<file path="config.mk">
export PLATFORM = sky130hd
export DESIGN_NAME = free_list
export DESIGN_NICKNAME = d
export VERILOG_FILES = /design/src/rtl/mips_pkg.sv /design/src/rtl/fl_ptr.sv /design/src/rtl/free_list.sv
export SDC_FILE = /design/constraint.sdc
export NUM_CORES = 1
export LEC_CHECK = 0
export CORE_UTILIZATION = 35
export DETAILED_ROUTE_END_ITERATION = 6
export PLACE_DENSITY = 0.51
export SYNTH_ARGS = -nofsm -noshare
export SYNTH_HDL_FRONTEND = slang
export SYNTH_SLANG_ARGS = --single-unit
</file>
<file path="constraint.sdc">
create_clock -name CLK -period 4.6 [get_ports CLK]
set_input_delay 1.38 -clock CLK [delete_from_list [all_inputs] [get_ports CLK]]
set_output_delay 1.38 -clock CLK [all_outputs]
set_load 0.03 [all_outputs]
</file>
<file path="src/rtl/mips_pkg.sv">
// Shared core-wide sizing for the physical register file and rename
// structures (free list, FRAT, RRAT, busybits).
package mips_pkg;

  localparam int NUM_PHYS = 64;
  localparam int NUM_ARCH = 32;
  localparam int TAG_W    = 6;

  // Free list holds every physical register not mapped architecturally.
  localparam int DEPTH = NUM_PHYS - NUM_ARCH;
  localparam int IDX_W = $clog2(DEPTH);
  // Index plus one wrap bit so full and empty are distinguishable.
  localparam int PTR_W = IDX_W + 1;

  typedef logic [TAG_W-1:0] phys_reg_t;

endpackage

</file>
<file path="src/rtl/fl_ptr.sv">
// Wrapping circular-buffer pointer (index + wrap bit).
// Reset has priority over load, load over increment; arithmetic wraps
// modulo 2**W, so the top bit toggles on index rollover.
module fl_ptr #(
  parameter int         W       = 6,
  parameter logic [W-1:0] RST_VAL = '0
) (
  input  logic         clk_i,
  input  logic         rst_i,
  input  logic         ld_i,
  input  logic [W-1:0] ld_val_i,
  input  logic         inc_i,
  output logic [W-1:0] ptr_o
);

  logic [W-1:0] ptr_q, ptr_d;

  // Next pointer: load wins over increment.
  always_comb begin
    ptr_d = ptr_q;
    if (ld_i)       ptr_d = ld_val_i;
    else if (inc_i) ptr_d = ptr_q + W'(1);
  end

  // Pointer register with synchronous reset.
  always_ff @(posedge clk_i) begin
    if (rst_i) ptr_q <= RST_VAL;
    else       ptr_q <= ptr_d;
  end

  assign ptr_o = ptr_q;

endmodule

</file>
<file path="src/rtl/free_list.sv">
// Physical-register free list: hands unallocated IDs to the FRAT, takes
// back IDs freed by the RRAT at retirement, and rewinds speculative
// allocations to the commit pointer on SYS.
// Optional feature: define FREELIST_BYPASS_EN to forward a freed ID
// straight to the FRAT when the list is empty.
module free_list #(
  parameter int NUM_PHYS = mips_pkg::NUM_PHYS,
  parameter int NUM_ARCH = mips_pkg::NUM_ARCH,
  parameter int TAG_W    = mips_pkg::TAG_W
) (
  input  logic             CLK,
  input  logic             RESET,
  input  logic             SYS,
  input  logic             Shift_IN_FRAT,
  input  logic             STALL_IN_FRAT,
  input  logic [TAG_W-1:0] RegID_IN_RRAT,
  input  logic             enable_IN_RRAT,
  input  logic             Commit_IN_RRAT,
  output logic [TAG_W-1:0] RegID_OUT_FRAT,
  output logic             STALL_OUT_FRAT,
  output logic             ERR_OUT
);

  localparam int DEPTH = NUM_PHYS - NUM_ARCH;
  localparam int IDX_W = $clog2(DEPTH);
  localparam int PTR_W = IDX_W + 1;

  logic [TAG_W-1:0] mem_q [DEPTH];
  logic [PTR_W-1:0] rd_ptr, wr_ptr, cm_ptr, cm_nxt;
  logic             err_q, err_d;
  logic             empty, full, bypass;
  logic             pop_req, pop, push, commit_ok;

  assign empty = (rd_ptr == wr_ptr);
  assign full  = (rd_ptr[IDX_W-1:0] == wr_ptr[IDX_W-1:0]) &&
                 (rd_ptr[IDX_W] != wr_ptr[IDX_W]);

`ifdef FREELIST_BYPASS_EN
  // Empty list with a freed ID arriving: forward it to the FRAT directly.
  assign bypass = empty & enable_IN_RRAT;
`else
  assign bypass = 1'b0;
`endif

  assign pop_req   = Shift_IN_FRAT & ~STALL_IN_FRAT;
  // SYS rewinds rd_ptr, so no pop is taken in a flush cycle.
  assign pop       = pop_req & ~SYS & (~empty | bypass);
  assign push      = enable_IN_RRAT & ~full;
  // Committing more IDs than were allocated is a protocol error.
  assign commit_ok = Commit_IN_RRAT & (cm_ptr != rd_ptr);
  assign cm_nxt    = commit_ok ? cm_ptr + PTR_W'(1) : cm_ptr;

  // Sticky error: underflow pop, overflow push, over-commit.
  always_comb begin
    err_d = err_q;
    if (pop_req & ~SYS & empty & ~bypass) err_d = 1'b1;
    if (enable_IN_RRAT & full)            err_d = 1'b1;
    if (Commit_IN_RRAT & ~commit_ok)      err_d = 1'b1;
  end

  // Error flag register; cleared only by reset.
  always_ff @(posedge CLK) begin
    if (RESET) err_q <= 1'b0;
    else       err_q <= err_d;
  end

  // ID storage: reset image holds NUM_ARCH..NUM_PHYS-1, pushes overwrite.
  always_ff @(posedge CLK) begin
    if (RESET) begin
      for (int i = 0; i < DEPTH; i++) mem_q[i] <= TAG_W'(NUM_ARCH + i);
    end else if (push) begin
      mem_q[wr_ptr[IDX_W-1:0]] <= RegID_IN_RRAT;
    end
  end

  fl_ptr #(.W(PTR_W), .RST_VAL('0)) u_rd_ptr (
    .clk_i    (CLK),
    .rst_i    (RESET),
    .ld_i     (SYS),
    .ld_val_i (cm_nxt),
    .inc_i    (pop),
    .ptr_o    (rd_ptr)
  );

  // Reset image is a full list: wr sits one lap ahead of rd.
  fl_ptr #(.W(PTR_W), .RST_VAL(PTR_W'(DEPTH))) u_wr_ptr (
    .clk_i    (CLK),
    .rst_i    (RESET),
    .ld_i     (1'b0),
    .ld_val_i ('0),
    .inc_i    (push),
    .ptr_o    (wr_ptr)
  );

  fl_ptr #(.W(PTR_W), .RST_VAL('0)) u_cm_ptr (
    .clk_i    (CLK),
    .rst_i    (RESET),
    .ld_i     (1'b0),
    .ld_val_i ('0),
    .inc_i    (commit_ok),
    .ptr_o    (cm_ptr)
  );

  assign RegID_OUT_FRAT = bypass ? RegID_IN_RRAT : mem_q[rd_ptr[IDX_W-1:0]];
  assign STALL_OUT_FRAT = empty & ~bypass;
  assign ERR_OUT        = err_q;

endmodule
</file>
==> flow_summary.toml, run 1 <==
[route]
detail_route.first_pass.iterations = 4
violation_count_after_the_first_detailed_route_iteration = 674
drt.antenna.violating_nets = 0
avgViaCountPerCell = 5.27
detail_route.wl_per_cell_um = 22.0
routed-via-count = 6503
route.final.wire_length_um = 27200
drcViolationCount = 0

[power]
total_power_uw = 4970
power.sequential.fraction_pct = 45.6
power.net_switching_uw = 1360
cell_internal_pwr_uw = 3610
leakage_uw = 0.00346
switching_share_pct = 27.4
power.density_cell_area_nw_per_um2 = 419
power.combinational.fraction_pct = 17.5
p_clk_share_pct = 36.9
worst_ir_drop_vdd_v = 0.000237

[logic_synthesis]
synth_mux_area_share_pct = 13.7
main_combinational_cell_family_by_area_after_synthesis = "simple AND/OR/NAND/NOR gates"
mapped_nets = 821
yosys.cell_types.count = 55
synth_fa_ha_area_share_pct = 0.731
syn_area_um2 = 10300
yosys_warnings = 0
synth-edff-count = 192
post_synth_inst_count = 802
synth_simple_gate_area_share_pct = 15.8
count_of_state_elements_after_synthesis = 216
synthFlopType = "sky130_fd_sc_hd__edfxtp_1"
yosys.area_share.xor_xnor_pct = 1.85
post_synth.cell_area_avg_um2 = 12.8
synth_async_sr_flop_share_pct = 0
synth-compound-area-share_pct = 4.41
seq_area_frac_synth_pct = 60.8

[hold_path]
worst_hold_path.num_cells = 2
hold_path_class = "reg -> reg"
holdPathEnd = "u_rd_ptr.ptr_o[5]"
min-delay-start = "u_cm_ptr.ptr_o[5]"

[flow_run]
max-cap-violations = 0

[cts]
clock-root-buffer = "sky130_fd_sc_hd__clkbuf_16"
postCtsSetupBuffers = 0
cts.htree.levels = 1
cts_inserted_buffers = 24
cts-resized-gates = 0
cts_tree = "built"
cts.clk_slew.worst_paths_ns = 0.06
post_cts_hold_buffer_count = 0
clock_latency_ns = 0.53
clock_sinks = 216
cts.path.max_buffers = 3

[timing]
min_period_ns = 4.43
fin_tns_setup_ns = 0
clock_skew_ns = 0.0271
rsz0062_at_grt = "false"
final_number_of_hold_violating_endpoints = 0
worstMarginPinSlew_ns = 1.05
post-route-worst-setup-slack_ns = 0.167
slew_headroom_pct = 30.0
maxSlewViolCount = 0
setup_viol = 0
fmax_ghz = 0.226
finalCritPeriodShare_pct = 96.4

[grt]
grt_start_max_net_pins = 37
grt_pass1_vias = 6471
initial_antenna_violation_count = 0
global_route_wire_length_before_repair_um = 41400
globalRoute.totalOverflow = 0
grt_util_all_layers_pct = 18.6

[floorplanning]
design.die.area_um2 = 30000
initial_cell_density_of_the_core_pct = 35.7
core_area_um2 = 28800
io_pins = 21
floorplan.die.width_um = 173
rows = 62
chip_height_um = 173

[cells_and_area]
antennaDiodeCount = 0
multiInputGateArea_um2 = 3770
num-fill-cells = 2668
finish.net_count = 853
area_growth_syn_to_layout_pct = 15.5
final-seq-area_um2 = 6250
finalInstanceArea_um2 = 11900
final_util_pct = 41.2
drive_gt1_share_pct = 21.6

[placement]
post-place-ws_ns = 0.579
port_buffers = 20
post-dp-hpwl_um = 18300
place.gp.congestion = 0.803
placed_cell_area_um2 = 11100

[setup_path]
worst-setup-path-type = "reg -> out"
critical_path.reg2reg.endpoint = "mem_q[0][5]"
cp_slowest_stage_delay_ns = 0.60
r2r_setup_slack_ns = 1.84
critPathSlowestCell = "sky130_fd_sc_hd__clkdlybuf4s50_1"
timing.critical_path.cells = "buf_12 -> mux4_2 -> mux2_2 -> o22ai_1 -> nor2_1 -> clkdlybuf4s50_1"
worstReg2RegStart = "u_rd_ptr.ptr_o[2]"
timing.reg2reg.worst_path_depth = 6
worstSetupEndpointType = "output port"
worst-endpoint-required_ns = 3.22
worstPathArrival_ns = 3.05
crit_fanout = 36
cp-start-kind = "flop"

[run_status]
status = "complete, no violations"
-- flip-flops by register name, indices dropped and copies added (netlist names), named ones only --
name	flops
mem_q	192
u_cm_ptr.ptr_o	6
u_rd_ptr.ptr_o	6
u_wr_ptr.ptr_o	6
ERR_OUT	1
-- cell usage after synthesis (11+ instances only) --
library cell	instances	area [µm²]
sky130_fd_sc_hd__mux2_2	24	270
sky130_fd_sc_hd__nand2_1	159	597
sky130_fd_sc_hd__nand3_1	12	60.1
sky130_fd_sc_hd__a21oi_1	11	55.1
sky130_fd_sc_hd__o21ai_0	26	130
sky130_fd_sc_hd__edfxtp_1	192	5770
sky130_fd_sc_hd__dfxtp_1	24	480
sky130_fd_sc_hd__o22ai_1	12	75.1
sky130_fd_sc_hd__nor2_1	111	417
sky130_fd_sc_hd__buf_2	21	105
sky130_fd_sc_hd__xnor2_1	14	123
sky130_fd_sc_hd__mux4_2	48	1080
sky130_fd_sc_hd__clkbuf_1	25	93.8
sky130_fd_sc_hd__nor2_4	12	135
-- worst max-delay path by stage --
stage / endpoint / cells after the start
after CTS: RegID_OUT_FRAT[2] / 6
final: RegID_OUT_FRAT[3] / 6
after global routing: RegID_OUT_FRAT[3] / 6
after global placement: RegID_OUT_FRAT[2] / 6
after detailed placement: RegID_OUT_FRAT[2] / 6
after floorplan: RegID_OUT_FRAT[0] / 6
-- power groups by stage --
stage	sequential [µW]	combinational (µW)	clock, µW
after floorplan	2280	587	0
after global placement	2310	877	0
after detailed placement	2300	874	0
after CTS	2260	878	1860
after global routing	2270	937	1930
final	2260	870	1830
-- layer usage --
layer	wire [µm]	part of all wire, %	up-vias	global-route usage (%)
met3	1890	6.9	30	3.16
li1	-	-	3009	-
met1	12000	44	3236	26.5
met5	0	0	-	0
met2	12700	47	228	29.7
met4	556	2.0	0	4.13
-- layout make-up --
type / instances / area share, %
Tap cell: 384 / 4.05
Clock inverter: 8 / 0.422
Sequential cell: 216 / 52.7
Inverter: 4 / 0.127
Timing Repair Buffer: 64 / 5.00
Multi-Input combinational cell: 524 / 31.8
Clock buffer: 35 / 5.92
-- logic make-up (layout without fill, tap and decap cells) --
kind of cell    Yosys count  count (layout)
compound gates           67              67
buf+inv                  62             111
xor+xnor                 20              20
flops                   216             216
mux                      78              78
fa+ha+maj                 6               6
simple gates            353             353
-- per-stage QoR --
step | cells | hold slack [ns]
floorplan | 802 | 0.506
global placement | 1192 | 0.533
CTS | 1235 | 0.544
global route | 1235 | 0.571
finish | 1235 | 0.538
detailed placement | 1192 | 0.524
-- layout by cell type (no fill, tap or decap), drive strengths merged, types with 20 or more instances in the layout --
cell type	synthesis	layout
o21ai	28	28
nand2	159	159
buf	33	44
nor2	123	123
mux2	24	24
clkbuf	25	35
dfxtp	24	24
mux4	48	48
clkdlybuf4s50	0	20
edfxtp	192	192
-- critical path: cells and delay by family, from the launching register on --
| family | cells | cell delay [ns] |
|---|---|---|
| compound gates | 1 | 0.36 |
| buf+inv | 2 | 0.87 |
| flops | 1 | 0.34 |
| mux | 2 | 0.86 |
| simple gates | 1 | 0.09 |
Power figures use the tool's default switching activity.
==> inputs of run 2 (changes only) <==
PLACE_DENSITY = 0.53   (was 0.51)
clock period = 4 ns   (was 4.6 ns; I/O delays follow)
==> run 2 against run 1 <==
Combinational power grew 14%. Clock power grew 30%. Sequential share of layout area shrank 0.77 points. Total power grew 20%. Register-to-register slack lost 0.40 ns. Via count grew 0.38%. Sequential cell count is the same. Die area is the same. Critical path depth is the same. Clock-buffer cell count shrank 3. Design area grew 1.4%. Largest cell class unchanged.
==> flow_summary.toml, run 2 (synthesized netlist as in run 1, its figures left out) <==
[run_status]
status = "complete, no violations"

[placement]
post-dp-hpwl_um = 17900
place.gp.congestion = 0.776
port_buffers = 20
placed_cell_area_um2 = 11200

[power]
power.combinational.fraction_pct = 16.7
total_power_uw = 5960
leakage_uw = 0.00357
switching_share_pct = 26.8
p_clk_share_pct = 39.8
power.density_cell_area_nw_per_um2 = 495
cell_internal_pwr_uw = 4360
worst_ir_drop_vdd_v = 0.000316
power.net_switching_uw = 1600
power.sequential.fraction_pct = 43.5

[grt]
grt_pass1_vias = 6657
globalRoute.totalOverflow = 0
grt_util_all_layers_pct = 18.7
initial_antenna_violation_count = 0
global_route_wire_length_before_repair_um = 41400
grt_start_max_net_pins = 37

[timing]
finalCritPeriodShare_pct = 97.9
fmax_ghz = 0.255
slew_headroom_pct = 40.7
maxSlewViolCount = 0
worstMarginPinSlew_ns = 0.887
min_period_ns = 3.92
setup_viol = 0
clock_skew_ns = 0.0227
final_number_of_hold_violating_endpoints = 0

[cts]
cts.htree.levels = 1
post_cts_hold_buffer_count = 0
clock-root-buffer = "sky130_fd_sc_hd__clkbuf_16"
clock_sinks = 216
cts.path.max_buffers = 3
cts_tree = "built"
postCtsSetupBuffers = 0
cts_inserted_buffers = 25
cts.clk_slew.worst_paths_ns = 0.06
clock_latency_ns = 0.54

[cells_and_area]
largest-register = "mem_q"
finish.net_count = 866
layout.cells.most_common_list = "sky130_fd_sc_hd__edfxtp_1 (192), sky130_fd_sc_hd__nand2_1 (159), sky130_fd_sc_hd__nor2_1 (111)"
largest_register_ffs = 192
drive_gt1_share_pct = 22.9
antennaDiodeCount = 0
final_util_pct = 41.8
finalInstanceArea_um2 = 12000
area_growth_syn_to_layout_pct = 17.2
mostFrequentLayoutCell = "sky130_fd_sc_hd__edfxtp_1"

[setup_path]
critPathSlowestCell = "sky130_fd_sc_hd__mux4_2"
r2r_setup_slack_ns = 1.44
cp-start-kind = "flop"
cp_slowest_stage_delay_ns = 0.51
worst-endpoint-required_ns = 2.80
critical_path.reg2reg.endpoint = "mem_q[28][0]"
timing.critical_path.cells = "buf_12 -> mux4_2 -> mux2_2 -> o22ai_1 -> nor2_1 -> dlygate4sd2_1"
crit_fanout = 18
worstPathArrival_ns = 2.72
worst-setup-path-type = "reg -> out"
timing.reg2reg.worst_path_depth = 6
worstSetupEndpointType = "output port"
worstReg2RegStart = "u_rd_ptr.ptr_o[0]"
crit_family = "multiplexers"
critical_path.n_buffers_inverters = 2

[route]
detail_route.wl_per_cell_um = 22.1
detail_route.first_pass.iterations = 5
route.final.wire_length_um = 27600
routed-via-count = 6528
avgViaCountPerCell = 5.22
drcViolationCount = 0
drt.antenna.violating_nets = 0
violation_count_after_the_first_detailed_route_iteration = 571

[hold_path]
holdPathEnd = "u_rd_ptr.ptr_o[5]"
min-delay-start = "u_cm_ptr.ptr_o[5]"
hold_path_class = "reg -> reg"
worst_hold_path.num_cells = 2

[floorplanning]
floorplan.die.width_um = 173
core_area_um2 = 28800
io_pins = 21
design.die.area_um2 = 30000
chip_height_um = 173
initial_cell_density_of_the_core_pct = 35.7
rows = 62

[flow_run]
max-cap-violations = 0
run 2: cell types whose count changed in the layout (fill, tap and decap cells not counted), sizes merged, moves of 2 or more:
cell           change
clkdlybuf4s50      -6
clkinvlp           +2
clkbuf             -2
dlygate4sd2        +6
bufinv             +4
buf               +11
run 2: cell type report:
cell class	count	area, µm²
fillers	2649	16700
inverters	4	15.0
multi-input cells	524	3760
clock inverters	14	190
well taps	384	480
flip-flops and latches	216	6250
clock buffers	32	662
repair buffers	76	672
run 2: what timing repair did:
action                     in CTS  in global routing
cloned                          0                  1
gates resized for setup         6                  1
setup endpoints to repair       6                  1
run 2: how the worst max path moves through the flow:
stage               start                end  slack (ns)  depth (start not counted)
floorplan            flop  RegID_OUT_FRAT[0]        0.89                          6
global placement     flop  RegID_OUT_FRAT[5]        0.37                          6
detailed placement   flop  RegID_OUT_FRAT[5]        0.38                          6
CTS                  flop  RegID_OUT_FRAT[5]        0.06                          6
global route         flop  RegID_OUT_FRAT[5]      -0.004                          6
finish               flop  RegID_OUT_FRAT[5]        0.08                          6
run 2: through the flow:
step                setup slack, ns   TNS, ns  hold slack (ns)  instances
global placement              0.366         0            0.526       1203
global route               -0.00350  -0.00350            0.582       1250
CTS                          0.0568         0            0.545       1249
floorplan                     0.886         0            0.506        802
finish                       0.0831         0            0.549       1250
detailed placement            0.381         0            0.523       1203
run 2: power groups by stage:
stage	logic (µW)	clock network [µW]	registers (µW)
floorplan	675	0	2620
global placement	1010	0	2640
detailed placement	1010	0	2640
CTS	998	2410	2590
global route	1070	2490	2600
finish	995	2370	2590
run 2: worst min-delay path: stages, from the launching register on:
cell                      delay (ns)
sky130_fd_sc_hd__dfxtp_1        0.34
sky130_fd_sc_hd__nand4_1        0.09
sky130_fd_sc_hd__nand3_1        0.07
run 2: per-layer routing:
layer / track usage (%) / routed length, µm
met1: 26.0 / 12200
met2: 30.3 / 13200
met3: 2.92 / 1590
met4: 5.05 / 599
met5: 0 / 0
==> inputs of run 3 (changes only) <==
PLACE_DENSITY = 0.56   (was 0.53)
==> run 3 against run 2 <==
Clock-buffer cell count is 2 higher. Total power is 3.3% lower. Global-route usage is 0.31 points lower. First-iteration DRC count is 20% higher. Sequential share of layout area is 0.58 points higher. Design area is 1.1% lower. Die area stayed put. Critical path depth stayed put. Maximum frequency is 0.45% higher. Register-to-register slack worse by 0.17 ns. Setup slack better by 0.018 ns. Sequential cell count stayed put. Critical path type unchanged.
==> flow_summary.toml, run 3 (synthesized netlist as in run 1, its figures left out) <==
[hold_path]
hold_path_class = "reg -> reg"
holdPathEnd = "u_rd_ptr.ptr_o[5]"
min-delay-start = "u_cm_ptr.ptr_o[5]"
worst_hold_path.num_cells = 2

[route]
detail_route.wl_per_cell_um = 22.0
drcViolationCount = 0
violation_count_after_the_first_detailed_route_iteration = 687
routed-via-count = 6567
detail_route.first_pass.iterations = 5
avgViaCountPerCell = 5.30
route.final.wire_length_um = 27300
drt.antenna.violating_nets = 0

[setup_path]
worst-endpoint-required_ns = 2.80
critical_path.reg2reg.endpoint = "mem_q[4][4]"
crit_fanout = 14
worstSetupEndpointType = "output port"
cp-start-kind = "flop"
worstPathArrival_ns = 2.70
worstReg2RegStart = "u_rd_ptr.ptr_o[2]"
r2r_setup_slack_ns = 1.27
worst-setup-path-type = "reg -> out"
timing.reg2reg.worst_path_depth = 6

[timing]
slew_headroom_pct = 33.0
post-route-worst-setup-slack_ns = 0.101
finalHoldWorstSlack_ns = 0.546
fin_tns_setup_ns = 0
rsz0062_at_grt = "false"
min_period_ns = 3.90
fmax_ghz = 0.256
setup_viol = 0
worstMarginPinSlew_ns = 0.998
finalCritPeriodShare_pct = 97.5
maxSlewViolCount = 0
clock_skew_ns = 0.0252
final_number_of_hold_violating_endpoints = 0

[cts]
clock-root-buffer = "sky130_fd_sc_hd__clkbuf_16"
cts_tree = "built"
cts.htree.levels = 1
clock_sinks = 216
clock_latency_ns = 0.52
postCtsSetupBuffers = 0
cts.clk_slew.worst_paths_ns = 0.06
cts.path.max_buffers = 3
cts_inserted_buffers = 24

[cells_and_area]
finish.net_count = 860
mostFrequentLayoutCell = "sky130_fd_sc_hd__edfxtp_1"
final-seq-area_um2 = 6250
largest-register = "mem_q"
num-fill-cells = 2702
layout.cells.most_common_list = "sky130_fd_sc_hd__edfxtp_1 (192), sky130_fd_sc_hd__nand2_1 (159), sky130_fd_sc_hd__nor2_1 (111)"
antennaDiodeCount = 0
area_growth_syn_to_layout_pct = 15.9
multiInputGateArea_um2 = 3780
largest_register_ffs = 192
final_util_pct = 41.3
drive_gt1_share_pct = 22.3

[power]
leakage_uw = 0.00350
total_power_uw = 5760
power.density_cell_area_nw_per_um2 = 484
worst_ir_drop_vdd_v = 0.000313

[grt]
initial_antenna_violation_count = 0
grt_start_max_net_pins = 35
globalRoute.totalOverflow = 0
global_route_wire_length_before_repair_um = 40900
grt_pass1_vias = 6589
grt_util_all_layers_pct = 18.4

[placement]
place.gp.congestion = 0.802
post-dp-hpwl_um = 17900
port_buffers = 20
post-place-ws_ns = 0.391

[floorplanning]
floorplan.die.width_um = 173
core_area_um2 = 28800
rows = 62
chip_height_um = 173
design.die.area_um2 = 30000
initial_cell_density_of_the_core_pct = 35.7
io_pins = 21

[flow_run]
max-cap-violations = 0

[run_status]
status = "complete, no violations"
run 3: worst max-delay path by stage:
| stage | startpoint | end | slack [ns] |
|---|---|---|---|
| CTS | flop | RegID_OUT_FRAT[0] | 0.09 |
| global route | flop | RegID_OUT_FRAT[4] | 0.04 |
| global placement | flop | RegID_OUT_FRAT[2] | 0.39 |
| finish | flop | RegID_OUT_FRAT[4] | 0.10 |
| floorplan | flop | RegID_OUT_FRAT[0] | 0.89 |
| detailed placement | flop | RegID_OUT_FRAT[0] | 0.39 |
run 3: layout make-up:
cell class	count	area share [%]
sequential	216	52.5
multi-input combinational	524	31.7
clock buffer	34	5.74
timing repair buffer	71	5.30
tap	384	4.04
clock inverter	6	0.547
inverter	4	0.126
run 3: stage by stage:
step           std cells  cell area, µm²
6_report            1239           11900
2_1_floorplan        802           10300
4_1_cts             1238           11900
3_3_place_gp        1198           11100
3_5_place_dp        1198           11100
5_1_grt             1239           11900
run 3: where the power goes:
group	total, µW	internal, µW	leakage [µW]	switching [µW]
Clock	2130	1250	0.000368	886
Sequential	2600	2530	0.00184	64.8
Combinational	1030	410	0.00130	621
run 3: timing repair:
action                                  CTS  global route
hold buffers                              0             0
gates resized for setup                   6             2
cloned                                    0             1
endpoints found under the setup margin    6             2
pin swaps                                 0             0
run 3: critical path, stage by stage (launching register included):
cell	delay [ns]
sky130_fd_sc_hd__dfxtp_2	0.43
sky130_fd_sc_hd__buf_12	0.21
sky130_fd_sc_hd__mux4_2	0.50
sky130_fd_sc_hd__mux2_2	0.30
sky130_fd_sc_hd__o22ai_1	0.30
sky130_fd_sc_hd__nor2_1	0.07
sky130_fd_sc_hd__dlygate4sd2_1	0.36
run 3: metal layers:
layer | track usage [%] | up-vias | wire length [µm] | part of all wire, %
li1 | - | 3018 | - | -
met4 | 4.79 | 0 | 707 | 2.6
met3 | 2.57 | 46 | 1650 | 6.1
met2 | 29.9 | 224 | 12800 | 47
met1 | 25.8 | 3279 | 12200 | 45
met5 | 0 | - | 0 | 0
